==> src/rtl/pwm_array_if.sv <==
// rtl/pwm_array_if.sv - line-sync, duty and PWM output bundle for pwm_array
interface pwm_array_if #(
  parameter int WIDTH    = 8,
  parameter int CHANNELS = 4
);
  logic                      hsync;
  logic                      mode;
  logic [CHANNELS*WIDTH-1:0] data;
  logic [CHANNELS-1:0]       out;
  logic                      period_end;
  logic [WIDTH-1:0]          cnt;

  modport master (output hsync, mode, data, input out, period_end, cnt);
  modport slave  (input hsync, mode, data, output out, period_end, cnt);
endinterface

==> src/rtl/pwm_array.sv <==
// rtl/pwm_array.sv - line-synchronous multi-channel PWM with double-buffered duty
module pwm_array #(
  parameter int WIDTH           = 8,
  parameter int CHANNELS        = 4,
  parameter int LATCH_ON_PERIOD = 1
) (
  input  logic        clk,
  input  logic        rst,
  pwm_array_if.slave  bus
);
  localparam logic [WIDTH-1:0] MAX = '1;
  localparam logic [WIDTH-1:0] ONE = WIDTH'(1);

  typedef enum logic {UP = 1'b0, DOWN = 1'b1} dir_t;

  dir_t                dir_q, dir_d;
  logic [WIDTH-1:0]    cnt_q, cnt_d;
  logic                hsync_d;
  logic [WIDTH-1:0]    duty_q [CHANNELS];
  logic [WIDTH-1:0]    duty_d [CHANNELS];
  logic                mode_q, mode_d;
  logic [CHANNELS-1:0] out_q, out_d;
  logic                pe_q, pe_d;
  logic                line_start, running, pe_cond, reload;

  always_comb begin
    line_start = bus.hsync && !hsync_d;
    running    = bus.hsync && hsync_d;
    pe_cond    = running && (mode_q ? (dir_q == DOWN && cnt_q == ONE) : (cnt_q == MAX));
    reload     = line_start || ((LATCH_ON_PERIOD != 0) && pe_cond);

    cnt_d  = '0;
    dir_d  = UP;
    mode_d = mode_q;
    duty_d = duty_q;

    if (running) begin
      if (!mode_q) begin
        cnt_d = cnt_q + ONE;
      end else if (dir_q == UP) begin
        if (cnt_q == MAX) begin
          cnt_d = MAX - ONE;
          dir_d = DOWN;
        end else begin
          cnt_d = cnt_q + ONE;
        end
      end else if (cnt_q != ONE) begin
        cnt_d = cnt_q - ONE;
        dir_d = DOWN;
      end
    end

    // Reload lands on the same edge the counter returns to 0, so a new duty
    // always starts on a fresh period.
    if (reload) begin
      mode_d = bus.mode;
      for (int i = 0; i < CHANNELS; i++) duty_d[i] = bus.data[i*WIDTH +: WIDTH];
      if (line_start || (bus.mode != mode_q)) begin
        cnt_d = '0;
        dir_d = UP;
      end
    end

    for (int i = 0; i < CHANNELS; i++) out_d[i] = running && (cnt_q < duty_q[i]);
    pe_d = pe_cond;
  end

  always_ff @(posedge clk or negedge rst) begin
    if (!rst) begin
      cnt_q   <= '0;
      dir_q   <= UP;
      hsync_d <= 1'b0;
      mode_q  <= 1'b0;
      out_q   <= '0;
      pe_q    <= 1'b0;
      for (int i = 0; i < CHANNELS; i++) duty_q[i] <= '0;
    end else begin
      cnt_q   <= cnt_d;
      dir_q   <= dir_d;
      hsync_d <= bus.hsync;
      mode_q  <= mode_d;
      out_q   <= out_d;
      pe_q    <= pe_d;
      for (int i = 0; i < CHANNELS; i++) duty_q[i] <= duty_d[i];
    end
  end

  assign bus.out        = out_q;
  assign bus.period_end = pe_q;
  assign bus.cnt        = cnt_q;
endmodule

==> src/flat_wrapper.sv <==
// flat-port wrapper written by rule: the top's interface ports become plain ports
module pwm_array_flat 
#(
  parameter int WIDTH           = 8,
  parameter int CHANNELS        = 4,
  parameter int LATCH_ON_PERIOD = 1
)
  (clk, rst, bus_hsync, bus_mode, bus_data, bus_out, bus_period_end, bus_cnt);
  pwm_array_if #(.WIDTH(WIDTH), .CHANNELS(CHANNELS)) bus_i ();
  input  logic clk;
  input  logic rst;
  input wire logic [$bits(bus_i.hsync)-1:0] bus_hsync;
  input wire logic [$bits(bus_i.mode)-1:0] bus_mode;
  input wire logic [$bits(bus_i.data)-1:0] bus_data;
  output wire logic [$bits(bus_i.out)-1:0] bus_out;
  output wire logic [$bits(bus_i.period_end)-1:0] bus_period_end;
  output wire logic [$bits(bus_i.cnt)-1:0] bus_cnt;
  assign bus_i.hsync = bus_hsync;
  assign bus_i.mode = bus_mode;
  assign bus_i.data = bus_data;
  assign bus_out = bus_i.out;
  assign bus_period_end = bus_i.period_end;
  assign bus_cnt = bus_i.cnt;
  pwm_array #(.WIDTH(WIDTH), .CHANNELS(CHANNELS), .LATCH_ON_PERIOD(LATCH_ON_PERIOD)) u_core (.clk(clk), .rst(rst), .bus(bus_i));
endmodule
==> config.mk <==
export PLATFORM = sky130hd
export DESIGN_NAME = pwm_array_flat
export DESIGN_NICKNAME = d
export VERILOG_FILES = /design/src/rtl/pwm_array_if.sv /design/src/rtl/pwm_array.sv /design/src/flat_wrapper.sv
export SDC_FILE = /design/constraint.sdc
export NUM_CORES = 1
export LEC_CHECK = 0
export CAP_MARGIN = 20
export CORE_MARGIN = 5
export CORE_UTILIZATION = 50
export CTS_BUF_LIST = sky130_fd_sc_hd__clkbuf_8
export DETAILED_ROUTE_END_ITERATION = 10
export PLACE_DENSITY = 0.78
export SLEW_MARGIN = 20
export SYNTH_ARGS = -nofsm -noshare
export SYNTH_HDL_FRONTEND = slang
export SYNTH_SLANG_ARGS = --single-unit
==> constraint.sdc <==
create_clock -name clk -period 2 [get_ports clk]
set_input_delay 0.4 -clock clk [delete_from_list [all_inputs] [get_ports clk]]
set_output_delay 0.4 -clock clk [all_outputs]
set_load 0.1 [all_outputs]
**Yosys cells after proc, flatten, opt, wreduce, memory -nomap -nowiden**

Cells that the tools add are included.

- Add/subtract/negate cells: 2
- Multiply operators: 0
- Divide/modulo/power cells: 0
- $lt $le $gt $ge: 4
- Equality and inequality tests: 4
- Shifts and indexed selects: 0
- Muxes and demuxes: 15
- Bitwise gates (word level): 0
- Reduce and logical (&&, ||, !) cells: 11

Operator list:

| cell | number |
|---|---|
| $mux W8 | 7 |
| $lt A8 B8 Y1 | 4 |
| $add A8 B1 Y8 const B | 1 |
| $eq A8 B1 Y1 const B | 1 |
| $eq A8 B8 Y1 const B | 1 |
| $logic_and A1 B1 Y1 | 8 |
| $mux W1 | 8 |
| $ne A8 B1 Y1 const B | 1 |
| $sub A8 B1 Y8 const B | 1 |
| $logic_or A1 B1 Y1 | 2 |
| $logic_not A1 Y1 | 1 |
| $ne A1 B1 Y1 | 1 |

- Register bits: 48
- Latch bits: 0
- Memory bits (writable): 0
- Memory bits (read-only): 0
- Output and inout port bits: 13
- Memories kept: 0

**Longest topological paths before layout**

- Word-level depth: 7
- Mapped depth: 7
- Depth with buffers taken out: 6

**Worst setup path before layout**

No wires, ideal clock.

- Kind: reg2reg
- From: reg u_core.cnt_q[1] (netlist: u_core.bus.cnt[1])
- To: reg u_core.duty_q[0] (netlist name)
- Data arrival time: 2.689 ns
- Setup slack: -0.814 ns
- Cell stages (with the launch flop): 8
- Buffers on the path: 1
- Path through: dfrtp_1 > inv_1 > ha_1 > nor4b_4 > and4_4 > o31ai_4 > buf_6 > mux2_4

- Word-level cells in the longest chain between the ends: 5

Ends and longest elaborated chain:

| what | RTL line | text |
|---|---|---|
| from (decl) | pwm_array.sv:17 | `logic [WIDTH-1:0] cnt_q, cnt_d;` |
| from (signal assigned) | pwm_array.sv:78 | `cnt_q <= cnt_d;` |
| $eq A8 B1 Y1 | pwm_array.sv:29 | `pe_cond = running && (mode_q ? (dir_q == DOWN && cnt_q == ONE) : (cnt_q == MAX));` |
| $logic_and A1 B1 Y1 | pwm_array.sv:29 |  |
| $mux W1 * | pwm_array.sv:29 |  |
| $logic_and A1 B1 Y1 * | pwm_array.sv:29 |  |
| $logic_or A1 B1 Y1 * | pwm_array.sv:30 | `reload = line_start \|\| ((LATCH_ON_PERIOD != 0) && pe_cond);` |
| to (decl) | pwm_array.sv:19 | `logic [WIDTH-1:0] duty_q [CHANNELS];` |

Every way passes the cells marked *; elsewhere a longest branch is shown, timed or not.
A chain may end at the register's enable or synchronous reset.

**Final worst setup path**

- From: reg u_core.cnt_q[0] (netlist: u_core.bus.cnt[0])
- To: reg u_core.duty_q[26] (netlist name)

Same word-level chain as after synthesis.

==> flow_metrics.tcl <==
set metrics [dict create \
    outcome "finished, violations left" \
    violations "setup timing" \
    firstDrtPassIters 4 \
    maxCapViolCount 0 \
    min_period_ns 2.051 \
    core_area_um2 5886 \
    grt_setup_unrepaired "true" \
    synth_cell_types 44 \
    syn_avg_cell_area_um2 11.30 \
    fin_skew_ns 0.006734 \
    vias 2344 \
    drt-vias-per-instance 5.608 \
    root_buffer "clkbuf_8" \
    ys_seq_area_share_pct 39.97 \
    hold_path_class "primary input to async pin" \
    synth_edf_count 0 \
    routabilityCongestion 0.9480 \
    area_growth_pct 33.93 \
    ys_ff_latch 48 \
    drive_gt1_share_pct 29.74 \
    grt_busiest_layer "met2" \
    row_count 28 \
    cts_tree "yes" \
    hold_viol 0 \
    synth_cells 266 \
    die_h_um 87.53 \
    cts_made_buffers 5 \
    p_leak_nw 2.022 \
    relSlewSlack_pct 66.03 \
    drv_slew 0 \
    sequentialPowerShare_pct 49.5 \
    cts_sinks 48 \
    finalNetCount 409 \
    io_pins 49 \
    finalSetupViolCount 24 \
    power_density_nw_per_um2 576.5 \
    worst_slack_ns -0.05091 \
    max_stage_delay_ns 0.53 \
    grt_pass1_vias 2365 \
    synth_top_area_share_pct 39.97 \
    clkLatencyLatePin_ns 0.30 \
    internal_power_mw 1.680 \
    overflow 0 \
    cp-end-kind "flop" \
    start_kind "flop" \
    swShare_pct 27.62 \
    timing.final.crit_share_pct 102.5 \
    place_area_um2 3804 \
    ys_warn_count 0 \
    drc 0 \
    grt_pass1_wl_um 11380 \
    yosys.area.top_type "dfrtp_1" \
    die_area_um2 7662 \
    p_sw_uw 640.9 \
    p_total_mw 2.320 \
    syn-cell-area_um2 3005 \
    max_freq_ghz 0.4876 \
    grt_max_degree 30 \
    port_buffers 48 \
    cp_data_required_time_ns 2.19 \
    synth_area_leaders "dfrtp_1 40%, mux2_4 14%, ha_1 13%, inv_1 4.2%, a211oi_1 2.0%" \
    track_usage_pct 19.09 \
    ctsHoldBuffers 0 \
    path_cells "ha_4, nor4b_4, and4_4, o31ai_4, buf_6, buf_12, mux2_2" \
    hpwl_um 5229 \
    die_w_um 87.53 \
    clockPowerShare_pct 25.8 \
    path_clk_slew_ns 0.09 \
    tightest_slew_ns 0.5095 \
    diodes 0 \
    synthFlopType "dfrtp_1" \
    path_class "flop to flop" \
    start_util_pct 51.06 \
    met3_usage_pct 4.233 \
    use_met2_pct 33.42 \
    synth_fp_nets 333 \
    wl_per_cell_um 17.67 \
    cts_max_level 2 \
    path_max_fanout 9 \
    grt_util_met1_pct 23.89 \
    antenna_left 0 \
    drt_iter0_markers 130 \
    ir_worst_vdd_mv 0.3914 \
    cp.arrival_ns 2.24 \
    crit_slowest_cell "dfrtp_4" \
    postLayoutCellArea_um2 4025 \
    power_frac_comb_pct 24.7 \
    async_reset_ff_share_pct 100.0 \
    routed_wl_um 7388 \
    clock_path_buffers 2 \
    antenna_found_initial 0 \
]
[per-layer routing]
metal / share of wire [%] / routed length, um
met1: 41 / 3036
met2: 51 / 3771
met3: 5.6 / 412
met4: 2.3 / 168
met5: 0 / 0
[Yosys cell counts (all sizes together) (3+ instances only)]
| cell type | number |
|---|---|
| ha | 31 |
| a21o | 5 |
| nand2b | 4 |
| a211o | 4 |
| buf | 9 |
| nor2 | 10 |
| inv | 34 |
| o21ai | 5 |
| a21oi | 7 |
| a211oi | 8 |
| nor3 | 9 |
| a31oi | 7 |
| xor2 | 3 |
| o31ai | 6 |
| mux2 | 32 |
| nand2 | 9 |
| nand3 | 8 |
| or3 | 3 |
| dfrtp | 48 |
[timing repair]
| item | 4_1_cts | 5_1_grt |
|---|---|---|
| gates resized for setup | 1 | 6 |
| gates cloned | 0 | 3 |
| buffers inserted | 0 | 4 |
| pin swaps | 0 | 3 |
| endpoints found under the setup margin | 3 | 34 |
[flip-flops by register name (all words and copies together) (netlist names)]
register,count
u_core.bus.cnt,8
u_core.duty_q,32
u_core.dir_q,1
u_core.bus.out,4
u_core.hsync_d,1
u_core.mode_q,1
u_core.bus.period_end,1
[power by group through the flow]
stage | clock network (mW) | registers, mW | logic, mW
floorplan | 0 | 1.19 | 0.320
global placement | 0 | 1.16 | 0.528
detailed placement | 0 | 1.16 | 0.547
CTS | 0.615 | 1.15 | 0.553
global route | 0.656 | 1.16 | 0.630
finish | 0.598 | 1.15 | 0.574
[final cells by class]
cell class / instances / area [um^2]
inverters: 34 / 130.1
clock inverters: 2 / 12.51
clock buffers: 6 / 82.58
fillers: 438 / 1861
multi-input cells: 174 / 1623
flip-flops and latches: 48 / 1224
well taps: 75 / 93.84
repair buffers: 79 / 859.6
[kinds of logic after synthesis]
| group | after synthesis | synth area share, % |
|---|---|---|
| buf+inv | 44 | 6.952 |
| fa+ha+maj | 31 | 12.91 |
| flops | 48 | 39.97 |
| xor+xnor | 5 | 1.457 |
| compound gates | 49 | 11.95 |
| mux | 34 | 16.28 |
| simple gates | 55 | 10.49 |
[critical path: cells and delay by family, from the launching register on]
family                   cells  cell delay, ns
flip-flops                   1            0.53
multiplexers                 1            0.33
AND/OR/NAND/NOR              2            0.33
buffers and inverters        2            0.31
AO/OA/AOI/OAI                1            0.27
adder cells (fa/ha/maj)      1            0.17
[path summary, 6_finish.rpt]
check,slack [ns],end,depth (start not counted),startpoint
worst max register to register,-0.05,u_core.duty_q[26]$_DFFE_PN0N_,7,u_core.bus.cnt[0]$_DFF_PN0_
min in group clk,0.52,u_core.duty_q[20]$_DFFE_PN0N_,1,u_core.duty_q[20]$_DFFE_PN0N_
worst max-delay path,-0.05,u_core.duty_q[26]$_DFFE_PN0N_,7,u_core.bus.cnt[0]$_DFF_PN0_
max in group asynchronous,1.39,u_core.bus.cnt[0]$_DFF_PN0_,2,rst
worst min register to register,0.52,u_core.duty_q[20]$_DFFE_PN0N_,1,u_core.duty_q[20]$_DFFE_PN0N_
worst min-delay path,0.06,u_core.duty_q[0]$_DFFE_PN0N_,1,rst
[per-stage QoR]
stage	utilization (%)	cells	hold slack (ns)	setup TNS, ns	worst slack (ns)
after global placement	64.63	403	0.3893	0	0.02921
final	68.39	418	0.06275	-0.4774	-0.05091
after global routing	68.39	418	0.08849	-1.507	-0.08584
after floorplan	-	266	0.1044	-6.727	-0.2259
after CTS	66.31	411	0.06958	-0.02078	-0.01096
after detailed placement	64.63	403	0.3933	-0.004511	-0.004061
[cells in the final DEF, fill, tap and decap left out, types with 6 or more instances in the layout]
master           instances
nand3_1                  7
a211oi_1                 8
buf_12                  11
ha_1                    30
mux2_4                  30
a31oi_1                  7
clkbuf_8                 6
dfrtp_1                 40
nand2_1                  9
a21oi_1                  7
inv_1                   34
buf_4                   28
nor3_1                   8
nor2_1                  10
clkdlybuf4s50_1         34
No activity file was read; power rests on OpenSTA's default activity.
